--- src/rtl/period_meter.sv ---
// period_meter
//
// Measures the rising-to-rising period and the rising-to-falling high time of
// a square wave that is asynchronous to CLK. Both are reported in CLK cycles.
// The block also flags when no rising edge arrives before the counter saturates
// (TIMEOUT). It reports LOCK once LOCK_CNT consecutive periods fall within
// EXP_PERIOD +/- TOL.
//
// Ports
//   CLK           in   1      sole clock, rising edge
//   RESET         in   1      synchronous, active-low
//   SIG_IN        in   1      measured square wave, asynchronous to CLK
//   PERIOD        out  WIDTH  last rising-to-rising period
//   HIGH_TIME     out  WIDTH  last rising-to-falling high time
//   PERIOD_VALID  out  1      one-cycle pulse when PERIOD is updated
//   TIMEOUT       out  1      sticky, counter saturated without a rising edge
//   LOCK          out  1      LOCK_CNT consecutive in-tolerance periods
//
// Timing: SIG_IN passes through two synchronizer flops and one edge-detect
// flop. The detected edge is then registered once more before it reaches the
// FSM. As a result, PERIOD_VALID rises 3 clock edges after the first edge that
// samples SIG_IN high.
//
// Limit: high or low phases shorter than 2 CLK cycles are not guaranteed to be
// seen, because the asynchronous input may or may not be captured. This is an
// inherent limit of sampling, not an error condition.

module period_meter #(
  parameter int WIDTH      = 20,
  parameter int EXP_PERIOD = 100000,
  parameter int TOL        = 8,
  parameter int LOCK_CNT   = 4
) (
  input  logic             CLK,
  input  logic             RESET,
  input  logic             SIG_IN,
  output logic [WIDTH-1:0] PERIOD,
  output logic [WIDTH-1:0] HIGH_TIME,
  output logic             PERIOD_VALID,
  output logic             TIMEOUT,
  output logic             LOCK
);

  localparam int MW     = $clog2(LOCK_CNT + 1);
  localparam int LO_INT = (EXP_PERIOD > TOL) ? (EXP_PERIOD - TOL) : 0;
  localparam int HI_INT = EXP_PERIOD + TOL;

  // Tolerance window, one bit wider than the counter so the bounds never wrap.
  localparam logic [WIDTH:0]   TOL_LO   = (WIDTH+1)'(LO_INT);
  localparam logic [WIDTH:0]   TOL_HI   = (WIDTH+1)'(HI_INT);
  localparam logic [WIDTH-1:0] CNT_ONE  = WIDTH'(1);
  localparam logic [WIDTH-1:0] CNT_MAX  = '1;
  localparam logic [MW-1:0]    LOCK_TGT = MW'(LOCK_CNT);
  localparam logic [MW-1:0]    MATCH_ONE = MW'(1);

  typedef enum logic [0:0] {
    WAIT_EDGE = 1'b0,
    MEASURE   = 1'b1
  } state_t;

  state_t           state;
  logic             sync_p0;
  logic             sync_p1;
  logic             edge_p2;
  logic             rise_p3;
  logic             fall_p3;
  logic [WIDTH-1:0] counter;
  logic [MW-1:0]    match_cnt;

  function automatic logic in_tol(input logic [WIDTH-1:0] p);
    logic [WIDTH:0] p_ext;
    p_ext = {1'b0, p};
    return (p_ext >= TOL_LO) && (p_ext <= TOL_HI);
  endfunction

  always_ff @(posedge CLK) begin
    if (!RESET) begin
      state        <= WAIT_EDGE;
      sync_p0      <= 1'b0;
      sync_p1      <= 1'b0;
      edge_p2      <= 1'b0;
      rise_p3      <= 1'b0;
      fall_p3      <= 1'b0;
      counter      <= '0;
      match_cnt    <= '0;
      PERIOD       <= '0;
      HIGH_TIME    <= '0;
      PERIOD_VALID <= 1'b0;
      TIMEOUT      <= 1'b0;
      LOCK         <= 1'b0;
    end else begin
      // stage p0/p1: two-flop synchronizer
      sync_p0 <= SIG_IN;
      sync_p1 <= sync_p0;
      // stage p2: edge-detect history flop
      edge_p2 <= sync_p1;
      // stage p3: registered edge pulses feeding the FSM
      rise_p3 <= sync_p1 & ~edge_p2;
      fall_p3 <= ~sync_p1 & edge_p2;

      PERIOD_VALID <= 1'b0;

      case (state)
        WAIT_EDGE: begin
          // First rise only establishes the reference; no period yet.
          if (rise_p3) begin
            counter <= CNT_ONE;
            state   <= MEASURE;
          end
        end

        MEASURE: begin
          if (rise_p3) begin
            PERIOD       <= counter;
            PERIOD_VALID <= 1'b1;
            TIMEOUT      <= 1'b0;
            counter      <= CNT_ONE;
            if (in_tol(counter)) begin
              if (match_cnt != LOCK_TGT) begin
                match_cnt <= match_cnt + MATCH_ONE;
                if (match_cnt == LOCK_TGT - MATCH_ONE) begin
                  LOCK <= 1'b1;
                end
              end
            end else begin
              match_cnt <= '0;
              LOCK      <= 1'b0;
            end
          end else if (counter == CNT_MAX) begin
            // Saturated with no rise: PERIOD is held and the block re-arms.
            TIMEOUT   <= 1'b1;
            LOCK      <= 1'b0;
            match_cnt <= '0;
            counter   <= '0;
            state     <= WAIT_EDGE;
          end else begin
            counter <= counter + CNT_ONE;
            if (fall_p3) begin
              HIGH_TIME <= counter;
            end
          end
        end

        default: state <= WAIT_EDGE;
      endcase
    end
  end

endmodule

--- config.mk ---
export PLATFORM = sky130hd
export DESIGN_NAME = period_meter
export DESIGN_NICKNAME = d
export VERILOG_FILES = /design/src/rtl/period_meter.sv
export SDC_FILE = /design/constraint.sdc
export NUM_CORES = 1
export LEC_CHECK = 0
export ABC_AREA = 1
export ABC_CLOCK_PERIOD_IN_PS = 1730
export BUFFER_PORTS_ARGS = -buffer_cell sky130_fd_sc_hd__buf_2
export CORE_ASPECT_RATIO = 1.25
export CORE_MARGIN = 1
export CORE_UTILIZATION = 59
export CTS_BUF_LIST = sky130_fd_sc_hd__clkbuf_4 sky130_fd_sc_hd__clkbuf_8
export DETAILED_ROUTE_END_ITERATION = 10
export PLACE_DENSITY = 0.82
export SETUP_SLACK_MARGIN = 0.15
export SYNTH_ARGS = -nofsm -noshare
export SYNTH_HDL_FRONTEND = slang
export SYNTH_SLANG_ARGS = --single-unit
--- constraint.sdc ---
create_clock -name CLK -period 1.73 [get_ports CLK]
set_input_delay 0.173 -clock CLK [delete_from_list [all_inputs] [get_ports CLK]]
set_output_delay 0.173 -clock CLK [all_outputs]
set_load 0.01 [all_outputs]
Word level (Yosys, flattened, before mapping)
Cells that the tools add are included.

storage, ports and cells
  register bits after elaboration = 72
  input bits = 3
  word-level logic and storage cells = 57

operators by class
  add/sub/neg operators = 2
  $lt $le $gt $ge = 2
  equality and inequality tests = 6
  muxes and demuxes = 19
  bitwise logic cells = 7
  reductions and logical operators = 8

operator list
  cell                   count
  $mux 20                3
  $pmux 20 s2            1
  $add 20x1->20 const B  1
  $eq 20x20->1 const B   1
  $ge 20x17->1 const B   1
  $le 20x17->1 const B   1
  $mux 3                 4
  $mux 1                 10
  $reduce_and 4->1       2
  $ne 3x2->1 const B     2
  $reduce_and 2->1       3
  $not 1->1              5
  $add 3x1->3 const B    1
  $eq 3x2->1 const B     1
  $ne 3x3->1 const B     1
  $reduce_and 3->1       1
  $and 1x1->1            2
  $ne 2x2->1 const B     1
  $pmux 1 s2             1
  $reduce_bool 2->1      1
  $logic_and 1x1->1      1

Longest topological paths before layout
Gate-level depths: netlist of the first run.

  depth in word-level cells = 5
  gate-level depth with buffers = 11

Worst setup path before layout of the first run
OpenSTA, ideal clock, no wires.

  kind = reg-to-reg
  start = register counter[0]
  end = register HIGH_TIME[0]
  library setup time = 0.121 ns
  arrival = 1.388 ns
  data required time = 1.609 ns
  setup slack = 0.220 ns
  stages on the path, launching flop included = 10
  period minus slack after synthesis = 1.510 ns
  cell sequence = dfxtp_1 -> ha_1 -> nand3_2 -> nor2_4 -> nand3_4 -> nand2_4 -> nor2_4 -> buf_6 -> o21ai_1 -> a21oi_1

between the ends
  word-level cells in the longest chain between the ends = 3

ends and longest elaborated chain
  element                            line  RTL
  start: declaration                 67    logic [WIDTH-1:0] counter;
  start signal: assignment           137   counter <= counter + CNT_ONE;
  $eq 20x20->1                       129   end else if (counter == CNT_MAX) begin
  $not 1->1 (no source line)         --
  $reduce_and 4->1 (no source line)  --
  end signal: assignment             139   HIGH_TIME <= counter;
  end: declaration                   38    output logic [WIDTH-1:0] HIGH_TIME,

Several ways; a longest one is shown, not always the timed one.
A chain may end at the register's enable or synchronous reset.

Final worst setup path of the first run
  start = register counter[15]
  end = register match_cnt[1]

between the ends
  word-level cells in the longest chain between the ends = 4
  elaborated cells on any way between the ends = 9
  those cells by class = 2 x order compare; 2 x eq/ne; 2 x mux; 3 x reduce/logical

ends and longest elaborated chain
  element                                                             line  RTL
  $ge 20x17->1 / $le 20x17->1 (equally long branches)                 73    return (p_ext >= TOL_LO) && (p_ext <= TOL_HI);
  $logic_and 1x1->1                                                   73
  $ne 3x2->1 (no source line) / $mux 3 (equally long branches)        --
  $reduce_and 3->1 (no source line) / $mux 3 (equally long branches)  --
  end signal: assignment                                              120   match_cnt <= match_cnt + MATCH_ONE;
  end: declaration                                                    68    logic [MW-1:0] match_cnt;

Several ways; a longest one is shown, not always the timed one.

==> results of run 1 <==
flip-flops by register name (all words and copies together), names as in the netlist:
register / count
HIGH_TIME: 20
LOCK: 1
PERIOD: 20
PERIOD_VALID: 1
TIMEOUT: 1
counter: 20
edge_p2: 1
fall_p3: 1
match_cnt: 3
rise_p3: 1
state: 1
sync_p0: 1
sync_p1: 1
cell families (layout without fill, tap and decap cells):
group	after synthesis	in the layout	share of synthesized area, %
flip-flops	72	72	44.8
AND/OR/NAND/NOR	184	187	27.1
AO/OA/AOI/OAI	98	98	16.2
buffers and inverters	68	158	9.69
XOR/XNOR	1	1	0.273
adder cells (fa/ha/maj)	5	5	1.95
synthesized netlist by cell type, drive strengths merged:
master,number,area share (%)
dfxtp,72,45
a21oi,47,7.7
nor3,4,0.78
inv,50,5.8
xor2,1,0.27
or2,2,0.39
a211oi,1,0.23
nand2,83,10
nand3b,4,0.93
nand4,4,0.78
o21ai,49,8.1
clkbuf,11,1.6
nand3,53,9.1
nor2,34,4.9
ha,5,1.9
buf,7,2.3
a31oi,1,0.19
worst max-delay path by stage:
stage                      startpoint       endpoint  slack [ns]  depth (start not counted)
after floorplan            counter[0]   HIGH_TIME[0]        0.22                          9
after global placement     counter[0]  HIGH_TIME[13]       -0.04                          8
after detailed placement   counter[0]  HIGH_TIME[12]       -0.15                          8
after CTS                 counter[18]   match_cnt[0]        0.15                          9
after global routing      counter[15]   match_cnt[1]        0.02                          9
final                     counter[15]   match_cnt[1]        0.12                          9
timing repair:
action	CTS	global route
endpoints found under the hold margin	0	0
pin swaps	7	22
setup buffers	1	14
gates resized for setup	10	81
gates cloned	3	2
endpoints found under the setup margin	33	40
cells in the final DEF, fill, tap and decap left out, types with 2 or more instances in the layout:
master,n
nand2_1,69
dfxtp_1,53
nand3_1,48
buf_2,45
a21oi_1,42
buf_4,39
inv_1,34
o21ai_0,24
o21ai_1,21
nor2_1,19
dfxtp_2,16
nand2_2,11
nor2_4,11
clkbuf_8,9
inv_4,8
nor2_2,7
inv_2,6
buf_6,6
clkinvlp_4,5
nand3b_1,4
nand4_1,4
a21oi_2,4
o21ai_2,4
ha_1,4
nand3_2,3
nand2_4,3
dfxtp_4,3
nand3_4,2
nor3_2,2
or2_2,2
nor3_1,2
inv_6,2
clkinv_4,2
worst max-delay path, stage by stage, from the launching register on:
cell and delay, ns:
dfxtp_2 0.34, buf_4 0.13, nand2_2 0.08, inv_1 0.10
nand3_1 0.10, nor2_2 0.20, nand4_1 0.26, nand3_1 0.18
nand2_1 0.06, nor2_1 0.10
metal layers:
layer | share of wire, % | up-vias
met3 | 8.8 | 55
met5 | 0 | -
met1 | 37 | 1593
met4 | 4.7 | 0
met2 | 49 | 226
li1 | - | 1591
through the flow:
stage / area (µm²) / setup TNS [ns]
floorplan: 3210 / 0
global placement: 3620 / -0.684
finish: 4190 / 0
detailed placement: 3620 / -2.42
global route: 4190 / 0
CTS: 3870 / 0
power by group:
| group | switching [mW] | total (mW) | internal [mW] |
|---|---|---|---|
| sequential | 0.00628 | 1.66 | 1.66 |
| combinational | 0.0717 | 0.101 | 0.0296 |
| clock | 0.682 | 1.36 | 0.678 |
area by class of cell:
cell class | instances | area, µm²
Clock inverter | 7 | 77.6
Inverter | 50 | 215
Sequential cell | 72 | 1470
Tap cell | 62 | 77.6
Clock buffer | 9 | 124
Fill cell | 297 | 962
Multi-Input combinational cell | 291 | 1620
Timing Repair inverter | 2 | 15.0
Timing Repair Buffer | 90 | 586
==> impl_results.md, run 1 <==
- Die area: 5750 µm²
- Inst Count DP: 547
- Tmin final: 1.61 ns
- I/O Buffers: 45
- Die span in x: 68.0 µm
- First-pass GRT wire length: 14,300 µm
- HPWL after detailed placement: 5870 µm
- Layout cell share with drive strength beyond 1: 37.2%
- Max VDD drop: 646 µV
- Syn Nets: 436
- Final non-filler cell total: 583
- GR Overflow Total: 0
- Nets: 524
- Drc violations: 0
- Diodes inserted: 0
- Status: finished clean
- Worst Hold Depth: 3
- CTS Buf Count: 9
- Vias in the first global route: 3,045
- R2R depth: 9
- Worst-Margin Slew: 0.449 ns
- Routed via count: 3,465
- Reg2reg end: match_cnt[1]
- Initial antenna violation count: 0
- Slew Limit Fails: 0
- Die Ht: 84.5 µm
- DP Worst Slack: -0.150 ns
- Worst R2R Setup Slack: 0.12 ns
- First drt pass iteration count: 8
- Final core utilization: 81.3%
- Hold Crit Class: input port to flip-flop
- Num rows: 29
- GP Congestion: 0.882
- Final period util: 93.2%
- Crit path kind: flip-flop to flip-flop
- Clock Skews: 0.00916 ns
- Leakage power: 1.78 nW
- Initial Utilization: 62.4%
- Syn Area/Cell: 7.51 µm²
- Unrepaired setup endpoints after global routing: true
- Worst Hold Launch: SIG_IN
- Setup violators final: 0
- CTS clk-pin slew, worst paths: 0.08 ns
- Pin count of the biggest net entering global routing: 27
- Met3 usage: 7.47%
- GRT Util Overall: 33.3%
- GR peak layer: met2
- Synthesis warning total: 0
- Gate Count Post-Synth: 428
- Number of I/O pins: 46
- GR met1 Demand/Resource: 40.2%
- TritonCTS clock tree: done
- Number of H-tree levels: 3
- CP required: 2.02 ns
- Worst-Skew Late Latency: 0.36 ns
- Vias/cell: 5.94
- Synth unique cells: 30
- Worst slew margin: 70.0%
- Area Growth Syn to Fin: 30.4%
- CP Capture Type: flip-flop
- Total clock sinks: 72
- PwrDens: 746 nW/µm²
- Max Clk Rate: 620 MHz
- Register area share after synthesis: 44.8%
- Critical R2R Launch: counter[15]
- Clk buf depth: 2
- CP max FO: 6
- Routed WL: 10,000 µm
- Avg WL per Cell: 17.2 µm
- Worst Hold Endpoint: sync_p0
- Worst setup SP type: flip-flop
- Post-route ant nets: 0
- Hold WS: 0.00416 ns
- Clock root buffer: clkbuf_8
- Total of max-cap violations: 0
- Endpoints failing hold: 0
- Crit path DAT: 1.90 ns
- Number of hold buffers added after cts: 0
- Initial DRC Count: 492
- Mapped Area: 3210 µm²
- GR Util met2: 53.7%
- Design Power: 3.13 mW
- Final setup margin: 0.118 ns
- Placeable core region: 5150 µm²
- FF+latch count, synth: 72
No activity file was read; power rests on OpenSTA's default activity.
==> inputs of run 2 (changes only) <==
- ABC_CLOCK_PERIOD_IN_PS: 1730 -> 1700
- clock period: 1.73 -> 1.7 ns (I/O delays scaled with it)
==> impl_results.md, run 2 (synthesis gave the netlist of run 1 again) <==
- Status: finished clean
- Clock root buffer: clkbuf_8
- Vias/cell: 5.82
- GP Congestion: 0.895
- R2R depth: 10
- Worst Hold Launch: RESET
- Die Ht: 84.5 µm
- Endpoints failing hold: 0
- GR Overflow Total: 0
- Worst-Margin Slew: 0.552 ns
- Diodes inserted: 0
- Max Clk Rate: 617 MHz
- Initial antenna violation count: 0
- Avg WL per Cell: 16.6 µm
- GRT Util Overall: 33.9%
- Worst R2R Setup Slack: 0.08 ns
- CTS clk-pin slew, worst paths: 0.08 ns
- Final period util: 95.4%
- CP Capture Type: flip-flop
- Final non-filler cell total: 584
- Setup violators final: 0
- Final core utilization: 80.7%
- Routed WL: 9700 µm
- CTS Buf Count: 9
- Biggest regs: HIGH_TIME x20, PERIOD x20, counter x20
- Worst Hold Depth: 3
- Vias in the first global route: 3,104
- CP max FO: 6
- Area Growth Syn to Fin: 29.4%
- Clk buf depth: 2
- I/O Buffers: 45
- Slowest library cell on the worst path: dfxtp_2
- Number of H-tree levels: 3
- Inst Count DP: 555
- Placeable core region: 5150 µm²
- Hold Crit Class: input port to flip-flop
- Worst slew margin: 63.2%
- HPWL after detailed placement: 6230 µm
- Crit path largest cell delay: 0.33 ns
- Initial DRC Count: 372
- Post-route ant nets: 0
- Number of I/O pins: 46
- First drt pass iteration count: 5
- Max VDD drop: 681 µV
- Pin count of the biggest net entering global routing: 49
- Slew Limit Fails: 0
- Cell Chain, Critical Path: buf_4 > inv_4 > nand2_1 > nor2_1 > nand2_1 > nor2_4 > nand4_1 > buf_6 > a21oi_1 > nor2_1
- Most frequent cells in the layout: nand2_1 (74), dfxtp_1 (58), a21oi_1 (45), buf_2 (45), nand3_1 (44)
- Critical R2R Launch: counter[8]
- Nets: 525
- Crit path kind: flip-flop to flip-flop
- Initial Utilization: 62.4%
- Reg2reg end: match_cnt[0]
- Routed via count: 3,400
- Worst Hold Endpoint: PERIOD_VALID
- Leakage power: 1.80 nW
- Drc violations: 0
- Crit path DAT: 1.88 ns
- Total of max-cap violations: 0
- CP required: 1.96 ns
- Unrepaired setup endpoints after global routing: true
- Worst setup SP type: flip-flop
- Clock Skews: 0.00947 ns
- TritonCTS clock tree: done
- Most common cell after layout, fill and taps aside: nand2_1
- Worst-Skew Late Latency: 0.36 ns
- Die area: 5750 µm²
- Tmin final: 1.62 ns
- Num rows: 29
- Layout cell share with drive strength beyond 1: 34.5%
- Total clock sinks: 72
- Die span in x: 68.0 µm
- PwrDens: 764 nW/µm²
- First-pass GRT wire length: 14,400 µm
## run 2: changes by cell type in the layout (fill, tap and decap cells not counted), moves of 4 or more
cell and delta:
inv_2 +4, buf_4 +4, nand2_1 +5, nand3_2 +4
dfxtp_1 +5, nand3_1 -4, inv_4 -6
## run 2: cell type report
cell class / count / area (µm²)
flip-flops and latches: 72 / 1460
multi-input cells: 291 / 1610
repair buffers: 93 / 612
clock inverters: 6 / 68.8
clock buffers: 10 / 131
inverters: 50 / 196
well taps: 62 / 77.6
fillers: 340 / 993
## run 2: worst max-delay path: cells and delay by family (launching register included)
kind            cells  cell delay (ns)
flops               1             0.33
buf+inv             3             0.40
compound gates      1             0.12
simple gates        6             0.68
## run 2: timing repair
action,4_1_cts,5_1_grt
gates resized for setup,19,44
endpoints found under the setup margin,40,43
pin swaps,9,18
buffers inserted,2,7
cloned,2,1
hold buffers,1,0
endpoints found under the hold margin,1,0
## run 2: worst max path at each step
stage          depth (start not counted)         from             to
6_report                              10   counter[8]   match_cnt[0]
5_1_grt                               12   counter[8]   match_cnt[0]
4_1_cts                                8  counter[17]   match_cnt[2]
3_5_place_dp                           8   counter[0]  HIGH_TIME[18]
3_3_place_gp                           8   counter[0]   HIGH_TIME[0]
2_1_floorplan                          9   counter[0]   HIGH_TIME[0]
## run 2: layer usage
metal	share of wire (%)	vias to the layer above	global-route usage, %	wire [µm]
met4	3.2	0	17.8	308
li1	-	1593	-	-
met5	0	-	0	0
met2	53	171	57.8	5120
met3	6.1	33	5.03	593
met1	38	1603	39.2	3680
## run 2: where the power goes
group	internal, mW	switching (mW)	total, mW
combinational	0.0295	0.0733	0.103
sequential	1.69	0.00525	1.70
clock	0.701	0.677	1.38
total	2.42	0.756	3.18
## run 2: metrics by stage
step / area (µm²) / setup TNS, ns / power [mW] / setup WS [ns] / hold slack (ns)
after global routing: 4160 / -0.00926 / 3.26 / -0.00926 / 0.0938
after CTS: 3980 / 0 / 3.17 / 0.154 / 0.0796
after global placement: 3680 / -1.40 / 1.83 / -0.0925 / 0.362
final: 4160 / 0 / 3.18 / 0.0780 / 0.0785
after detailed placement: 3680 / -2.81 / 1.83 / -0.177 / 0.362
after floorplan: 3210 / 0 / 1.80 / 0.190 / 0.268
